File: src/rtl/trap_pkg.sv
// Shared definitions for the machine-mode trap sequencer:
// CSR addresses, mstatus field positions, cause codes and FSM states.
package trap_pkg;

  localparam int unsigned CSR_ADDR_W = 12;

  localparam logic [CSR_ADDR_W-1:0] CSR_MSTATUS = 12'h300;
  localparam logic [CSR_ADDR_W-1:0] CSR_MTVEC   = 12'h305;
  localparam logic [CSR_ADDR_W-1:0] CSR_MEPC    = 12'h341;
  localparam logic [CSR_ADDR_W-1:0] CSR_MCAUSE  = 12'h342;

  localparam int unsigned MSTATUS_MIE    = 3;
  localparam int unsigned MSTATUS_MPIE   = 7;
  localparam int unsigned MSTATUS_MPP_LO = 11;
  localparam int unsigned MSTATUS_MPP_HI = 12;

  localparam logic [63:0] CAUSE_ECALL_M = 64'd11;
  localparam logic [63:0] CAUSE_MTIMER  = 64'h8000_0000_0000_0007;

  typedef enum logic [3:0] {
    IDLE    = 4'd0,
    T_RD_ST = 4'd1,
    T_WR_EC = 4'd2,
    T_WR_ST = 4'd3,
    T_RD_TV = 4'd4,
    M_RD_ST = 4'd5,
    M_WR_ST = 4'd6,
    M_RD_EP = 4'd7,
    REDIR   = 4'd8
  } trap_state_e;

endpackage

File: src/rtl/trap_status_upd.sv
// Combinational mstatus transform for trap entry and mret.
// Ports:
//   status_in - current mstatus value
//   is_mret   - 1: mret transform, 0: trap-entry transform
//   status_c  - updated mstatus value (combinational)
module trap_status_upd
  import trap_pkg::*;
#(
  parameter int unsigned XLEN = 64
) (
  input  logic [XLEN-1:0] status_in,
  input  logic            is_mret,
  output logic [XLEN-1:0] status_c
);

  // Both directions return to machine mode, so MPP is always forced to M.
  always_comb begin
    status_c = status_in;
    status_c[MSTATUS_MPP_HI:MSTATUS_MPP_LO] = 2'b11;
    if (is_mret) begin
      status_c[MSTATUS_MIE]  = status_in[MSTATUS_MPIE];
      status_c[MSTATUS_MPIE] = 1'b1;
    end else begin
      status_c[MSTATUS_MPIE] = status_in[MSTATUS_MIE];
      status_c[MSTATUS_MIE]  = 1'b0;
    end
  end

endmodule

File: src/rtl/trap_ctrl.sv
// Machine-mode trap sequencer. Accepts timer interrupts, ecall and mret at
// the commit point, walks the CSR file through the save/restore sequence,
// stalls the pipeline meanwhile and ends with a one-cycle PC redirect.
// Ports:
//   clock, reset               - clock, synchronous active-high reset
//   inst_valid/inst_pc         - committing instruction and its PC
//   ecall_valid/mret_valid     - commit-stage instruction type
//   timer_interrupt            - pending timer interrupt
//   csr_rdata                  - combinational CSR read data
//   csr_ren/csr_raddr          - CSR read port
//   csr_wen/waddr1/wdata1      - CSR write port 1
//   csr_wen2/waddr2/wdata2     - CSR write port 2
//   stall                      - freeze pipeline / squash commit
//   redirect_valid/redirect_pc - fetch redirect strobe and target
module trap_ctrl
  import trap_pkg::*;
#(
  parameter int unsigned XLEN          = 64,
  parameter int unsigned CSR_AW        = 12,
  parameter int unsigned SETTLE_CYCLES = 2
) (
  input  logic              clock,
  input  logic              reset,
  input  logic              inst_valid,
  input  logic [XLEN-1:0]   inst_pc,
  input  logic              ecall_valid,
  input  logic              mret_valid,
  input  logic              timer_interrupt,
  input  logic [XLEN-1:0]   csr_rdata,
  output logic              csr_ren,
  output logic [CSR_AW-1:0] csr_raddr,
  output logic              csr_wen,
  output logic [CSR_AW-1:0] csr_waddr1,
  output logic [XLEN-1:0]   csr_wdata1,
  output logic              csr_wen2,
  output logic [CSR_AW-1:0] csr_waddr2,
  output logic [XLEN-1:0]   csr_wdata2,
  output logic              stall,
  output logic              redirect_valid,
  output logic [XLEN-1:0]   redirect_pc
);

  localparam int unsigned SW = (SETTLE_CYCLES < 1) ? 1 : $clog2(SETTLE_CYCLES + 1);

  trap_state_e     state_q, state_d;
  logic [XLEN-1:0] epc_q, epc_d;
  logic [XLEN-1:0] cause_q, cause_d;
  logic [XLEN-1:0] status_q, status_d;
  logic [XLEN-1:0] tgt_q, tgt_d;
  logic            mie_shadow_q, mie_shadow_d;
  logic [SW-1:0]   settle_cnt_q, settle_cnt_d;

  logic [XLEN-1:0] status_new;
  logic            is_mret;
  logic            int_ok;

  assign is_mret = (state_q == M_WR_ST);

  trap_status_upd #(.XLEN(XLEN)) u_status_upd (
    .status_in (status_q),
    .is_mret   (is_mret),
    .status_c  (status_new)
  );

  // State and datapath registers.
  always_ff @(posedge clock) begin
    if (reset) begin
      state_q      <= IDLE;
      epc_q        <= '0;
      cause_q      <= '0;
      status_q     <= '0;
      tgt_q        <= '0;
      mie_shadow_q <= 1'b1;
      settle_cnt_q <= '0;
    end else begin
      state_q      <= state_d;
      epc_q        <= epc_d;
      cause_q      <= cause_d;
      status_q     <= status_d;
      tgt_q        <= tgt_d;
      mie_shadow_q <= mie_shadow_d;
      settle_cnt_q <= settle_cnt_d;
    end
  end

  // Next-state and CSR port drive.
  always_comb begin
    state_d      = state_q;
    epc_d        = epc_q;
    cause_d      = cause_q;
    status_d     = status_q;
    tgt_d        = tgt_q;
    mie_shadow_d = mie_shadow_q;
    settle_cnt_d = (settle_cnt_q != '0) ? settle_cnt_q - SW'(1) : '0;

    csr_ren        = 1'b0;
    csr_raddr      = '0;
    csr_wen        = 1'b0;
    csr_waddr1     = '0;
    csr_wdata1     = '0;
    csr_wen2       = 1'b0;
    csr_waddr2     = '0;
    csr_wdata2     = '0;
    stall          = 1'b0;
    redirect_valid = 1'b0;
    redirect_pc    = '0;

    // The CSR file's MIE is only visible to us through mie_shadow, and a
    // fresh mstatus write needs time to reach timer_interrupt.
    int_ok = timer_interrupt & inst_valid & mie_shadow_q & (settle_cnt_q == '0);

    unique case (state_q)
      IDLE: begin
        if (int_ok) begin
          stall   = 1'b1;
          epc_d   = inst_pc;
          cause_d = XLEN'(CAUSE_MTIMER);
          state_d = T_RD_ST;
        end else if (inst_valid & ecall_valid) begin
          stall   = 1'b1;
          epc_d   = inst_pc;
          cause_d = XLEN'(CAUSE_ECALL_M);
          state_d = T_RD_ST;
        end else if (inst_valid & mret_valid) begin
          stall   = 1'b1;
          epc_d   = inst_pc;
          state_d = M_RD_ST;
        end
      end
      T_RD_ST: begin
        stall     = 1'b1;
        csr_ren   = 1'b1;
        csr_raddr = CSR_AW'(CSR_MSTATUS);
        status_d  = csr_rdata;
        state_d   = T_WR_EC;
      end
      T_WR_EC: begin
        stall      = 1'b1;
        csr_wen    = 1'b1;
        csr_waddr1 = CSR_AW'(CSR_MEPC);
        csr_wdata1 = epc_q;
        csr_wen2   = 1'b1;
        csr_waddr2 = CSR_AW'(CSR_MCAUSE);
        csr_wdata2 = cause_q;
        state_d    = T_WR_ST;
      end
      T_WR_ST: begin
        stall        = 1'b1;
        csr_wen      = 1'b1;
        csr_waddr1   = CSR_AW'(CSR_MSTATUS);
        csr_wdata1   = status_new;
        mie_shadow_d = 1'b0;
        settle_cnt_d = SW'(SETTLE_CYCLES);
        state_d      = T_RD_TV;
      end
      T_RD_TV: begin
        // Direct mode only: low mode bits of mtvec are dropped.
        stall     = 1'b1;
        csr_ren   = 1'b1;
        csr_raddr = CSR_AW'(CSR_MTVEC);
        tgt_d     = {csr_rdata[XLEN-1:2], 2'b00};
        state_d   = REDIR;
      end
      M_RD_ST: begin
        stall     = 1'b1;
        csr_ren   = 1'b1;
        csr_raddr = CSR_AW'(CSR_MSTATUS);
        status_d  = csr_rdata;
        state_d   = M_WR_ST;
      end
      M_WR_ST: begin
        stall        = 1'b1;
        csr_wen      = 1'b1;
        csr_waddr1   = CSR_AW'(CSR_MSTATUS);
        csr_wdata1   = status_new;
        mie_shadow_d = status_q[MSTATUS_MPIE];
        settle_cnt_d = SW'(SETTLE_CYCLES);
        state_d      = M_RD_EP;
      end
      M_RD_EP: begin
        stall     = 1'b1;
        csr_ren   = 1'b1;
        csr_raddr = CSR_AW'(CSR_MEPC);
        tgt_d     = {csr_rdata[XLEN-1:2], 2'b00};
        state_d   = REDIR;
      end
      REDIR: begin
        stall          = 1'b1;
        redirect_valid = 1'b1;
        redirect_pc    = tgt_q;
        state_d        = IDLE;
      end
      default: state_d = IDLE;
    endcase

    // Reset aborts at once: nothing reaches the CSR file or the pipeline.
    if (reset) begin
      csr_ren        = 1'b0;
      csr_raddr      = '0;
      csr_wen        = 1'b0;
      csr_waddr1     = '0;
      csr_wdata1     = '0;
      csr_wen2       = 1'b0;
      csr_waddr2     = '0;
      csr_wdata2     = '0;
      stall          = 1'b0;
      redirect_valid = 1'b0;
      redirect_pc    = '0;
    end
  end

endmodule
File: config.mk
export PLATFORM = sky130hd
export DESIGN_NAME = trap_ctrl
export DESIGN_NICKNAME = d
export VERILOG_FILES = /design/src/rtl/trap_pkg.sv /design/src/rtl/trap_status_upd.sv /design/src/rtl/trap_ctrl.sv
export SDC_FILE = /design/constraint.sdc
export NUM_CORES = 1
export LEC_CHECK = 0
export CORE_MARGIN = 2
export CORE_UTILIZATION = 44
export CTS_CLUSTER_SIZE = 10
export DETAILED_ROUTE_END_ITERATION = 10
export GPL_ROUTABILITY_DRIVEN = 1
export GPL_TIMING_DRIVEN = 0
export PLACE_DENSITY = 0.9
export SLEW_MARGIN = 20
export SYNTH_ARGS = -nofsm -noshare
export SYNTH_HDL_FRONTEND = slang
export SYNTH_SLANG_ARGS = --single-unit
File: constraint.sdc
create_clock -name clock -period 2.6 [get_ports clock]
set_input_delay 0.39 -clock clock [delete_from_list [all_inputs] [get_ports clock]]
set_output_delay 0.39 -clock clock [all_outputs]
set_load 0.01 [all_outputs]
==> flow_summary_export.csv <==
group,metric,value,unit
setup_path,worstSetupStartpointType,"flip-flop",
route,totalWireLength,33800,um
job,drv_cap,0,
status,violations,"negative setup slack",
clock_tree,holdBufCountCts,0,
route,first_iter_violations,743,
global_route,busiest_layer,"met2",
route,wire_per_inst,17.5,um
timing,fin_crit,2600,ps
setup_path,slowest_stage,"dfxtp_4",
synthesis,yosysMostFrequentCell,"nand2_1",
clock_tree,clockBufferDepth,2,
hold_path,holdPathStages,2,
global_route,use_met2,46.7,%
setup_path,cp_max_fo,10,
global_route,antenna_found_initial,0,
layout,nets,1767,
power_and_ir_drop,power_density,622,nW/um2
route,vias,10300,
floorplanning,die_h,153,um
clock_tree,cts_sinks,198,
clock_tree,cts_made_buffers,17,
floorplanning,initial_core_util,44.8,%
setup_path,cp_common_cell,"buf_4",
setup_path,rrSetupSlack,800,ps
route,firstDrtPassIters,5,
floorplanning,core_area,21800,um2
synthesis,avgSynthCellArea,7.96,um2
power_and_ir_drop,total_power,8.86,mW
layout,stdcell_count,1926,
global_route,grt_max_degree,20,
hold_path,hold_start,"epc_q[40]$_SDFFE_PP0P_",
clock_tree,clock-root-buffer,"clkbuf_16",
synthesis,synth_common_cells,"nand2_1 (260), dfxtp_1 (198), a21oi_1 (130)",
synthesis,ys_seq_elements,198,
place,place.gp.congestion,0.880,
timing,hold_viol_final,0,
layout,areaGrowthSynthToFinish,45.5,%
global_route,grtUsageMet1,34.6,%
timing,grt_setup_unrepaired,"yes",
floorplanning,die_w,153,um
global_route,grt_util_met3,4.85,%
timing,drv_slew,0,
place,portBuffers,281,
setup_path,critPathKind,"reg2out",
layout,n_fill_cell,1797,
floorplanning,io_pins,367,
synthesis,synthArstFlopShare,0,%
timing,setup_viol,1,
status,status,"finished, violations left",
layout,drive_gt1_share,15.3,%
setup_path,r2r_cells,5,
clock_tree,clk_pin_slew_worst_paths,80,ps
layout,antenna_cells,0,
synthesis,synthTopCellsByArea,"dfxtp_1 (41%), nand2_1 (10%), buf_4 (7.8%)",
setup_path,crit_required,2210,ps
setup_path,r2r_start,"state_q[1]$_SDFFE_PP0P_",
clock_tree,ctsHtreeMaxLevel,4,
setup_path,reg2reg_to,"tgt_q[16]$_SDFFE_PP0P_",
place,dpl.hpwl,24400,um
synthesis,synth_edf_count,0,
synthesis,synth_area,9780,um2
hold_path,worst_hold_path.endpoint,"epc_q[40]$_SDFFE_PP0P_",
global_route,grt_overflow,0,
clock_tree,clock_latency,430,ps
synthesis,synth_ff_type,"dfxtp_1",
synthesis,yosysTopAreaCellShare,40.5,%
clock_tree,cts_tree,"done",
hold_path,hp-class,"reg2reg",
floorplanning,die_area,23400,um2
global_route,first_global_vias,9808,
timing,setup_ws,-4.14,ps
synthesis,synth_cell_types,46,
route,vias_per_cell,5.37,
timing,fmax,0.384,GHz
synthesis,yosysTopAreaCell,"dfxtp_1",
synthesis,ys_seq_area_share,40.5,%
route,drcViolationCount,0,
setup_path,arrival,2210,ps
power_and_ir_drop,vdd_drop_max,0.000503,V
place,dp.cells,1872,
floorplanning,fp-row-count,54,
global_route,grtUsageTotal,27.5,%
timing,fin_skew,10.7,ps
setup_path,crit_chain,"buf_8, nor4b_4, buf_4, buf_4, buf_2, and3_4, buf_4, dlygate4sd2_1",
timing,fin_crit_sh,100,%
synthesis,syn-instance-count,1228,
setup_path,worst_path_largest_cell_delay,390,ps
power_and_ir_drop,p_leak,6.46,nW
timing,worstMarginPinSlew,798,ps
synthesis,synth_warnings,0,
setup_path,critPathCaptureType,"output pin",
timing,relSlewSlack,46.8,%
route,postRouteAntennaNets,0,
global_route,grt_pass1_wl,51600,um
state kept, by name, summed over array words and instances, names as in the netlist:
register,flops
settle_cnt_q,2
cause_q,3
tgt_q,62
mie_shadow_q,1
state_q,4
epc_q,64
status_q,62
cell type report:
type | count | area, um2 | share of cell area [%]
multi-input cells | 897 | 4840 | 34.0
flip-flops and latches | 198 | 3970 | 27.9
repair buffers | 304 | 2910 | 20.4
plain buffers | 210 | 1540 | 10.8
clock buffers | 20 | 467 | 3.28
well taps | 280 | 350 | 2.46
clock inverters | 12 | 133 | 0.932
inverters | 5 | 18.8 | 0.132
cell families after synthesis:
| logic type | Yosys count | share of synthesized area, % |
|---|---|---|
| buffers and inverters | 217 | 14.0 |
| DFF | 198 | 40.5 |
| other | 1 | 0.0384 |
| AOI/OAI and AO/OA | 267 | 16.4 |
| muxes | 66 | 6.77 |
| and+or+nand+nor | 476 | 21.7 |
| xor gates and xnor gates | 3 | 0.538 |
stage by stage:
| stage | util [%] | setup WS, ps | hold slack, ps | instance area, um2 | TNS (ps) |
|---|---|---|---|---|---|
| after floorplan | - | 523 | 421 | 10100 | 0 |
| after global placement | 60.7 | -622 | 434 | 13300 | -37360 |
| after detailed placement | 60.7 | -636 | 447 | 13300 | -37050 |
| after CTS | 64.7 | -207 | 458 | 14100 | -224 |
| after global routing | 65.2 | -91.0 | 476 | 14200 | -583 |
| final | 65.2 | -4.14 | 457 | 14200 | -4.14 |
worst max-delay path by stage:
stage                                        from             end  slack (ps)  depth (start not counted)
after floorplan                             reset   csr_waddr1[0]         520                          7
after global placement                      reset   csr_waddr2[8]        -620                          8
after detailed placement                    reset   csr_waddr2[9]        -640                          8
after CTS                 state_q[1]$_SDFFE_PP0P_  csr_wdata1[15]        -210                          7
after global routing      state_q[1]$_SDFFE_PP0P_   csr_wdata2[1]         -90                          8
final                     state_q[1]$_SDFFE_PP0P_   csr_wdata2[1]          -4                          8
worst max-delay path, delay by kind of cell, from the launching register on:
kind,cells,cell delay [ps]
simple gates,2,510
buf+inv,6,880
flops,1,390
per-layer routing:
metal  part of all wire (%)  wire, um  vias up
li1                       -         -     4818
met1                     40     13500     4876
met2                     49     16400      561
met3                    7.9      2660       93
met4                    3.7      1240        0
met5                      0         0        -
power by group:
part	switching [mW]	internal, mW
clock	1.27	1.44
combinational	1.54	1.10
sequential	0.177	3.33
repair_timing:
| action | in CTS | in global routing |
|---|---|---|
| endpoints found under the setup margin | 148 | 73 |
| buffers inserted | 13 | 6 |
| pin swaps | 3 | 2 |
| endpoints found under the hold margin | 0 | 0 |
| cloned | 5 | 0 |
| gates resized for setup | 202 | 54 |
cell usage in the layout, fill, tap and decap left out, types with 6 or more instances in the layout:
cell type        Yosys  final
nand2_1            260    259
buf_2               53     31
conb_1               1     84
nor2_1              65     65
buf_6                1     18
clkbuf_8             0      9
and2_1              63     62
buf_4              101    125
dlymetal6s2s_1       0     23
mux2i_1             65     65
a21oi_1            130    129
dfxtp_1            198    195
clkdlybuf4s50_1      0    139
clkbuf_1            46     38
buf_12               5      6
clkbuf_2             5      6
o21ai_0             53     53
dlygate4sd2_1        0    104
o21ai_1             11     11
clkdlybuf4s15_1      0     10
clkbuf_16            0     17
a32oi_1             60     60
nand3_1             63     62
No activity file was read; power rests on OpenSTA's default activity.
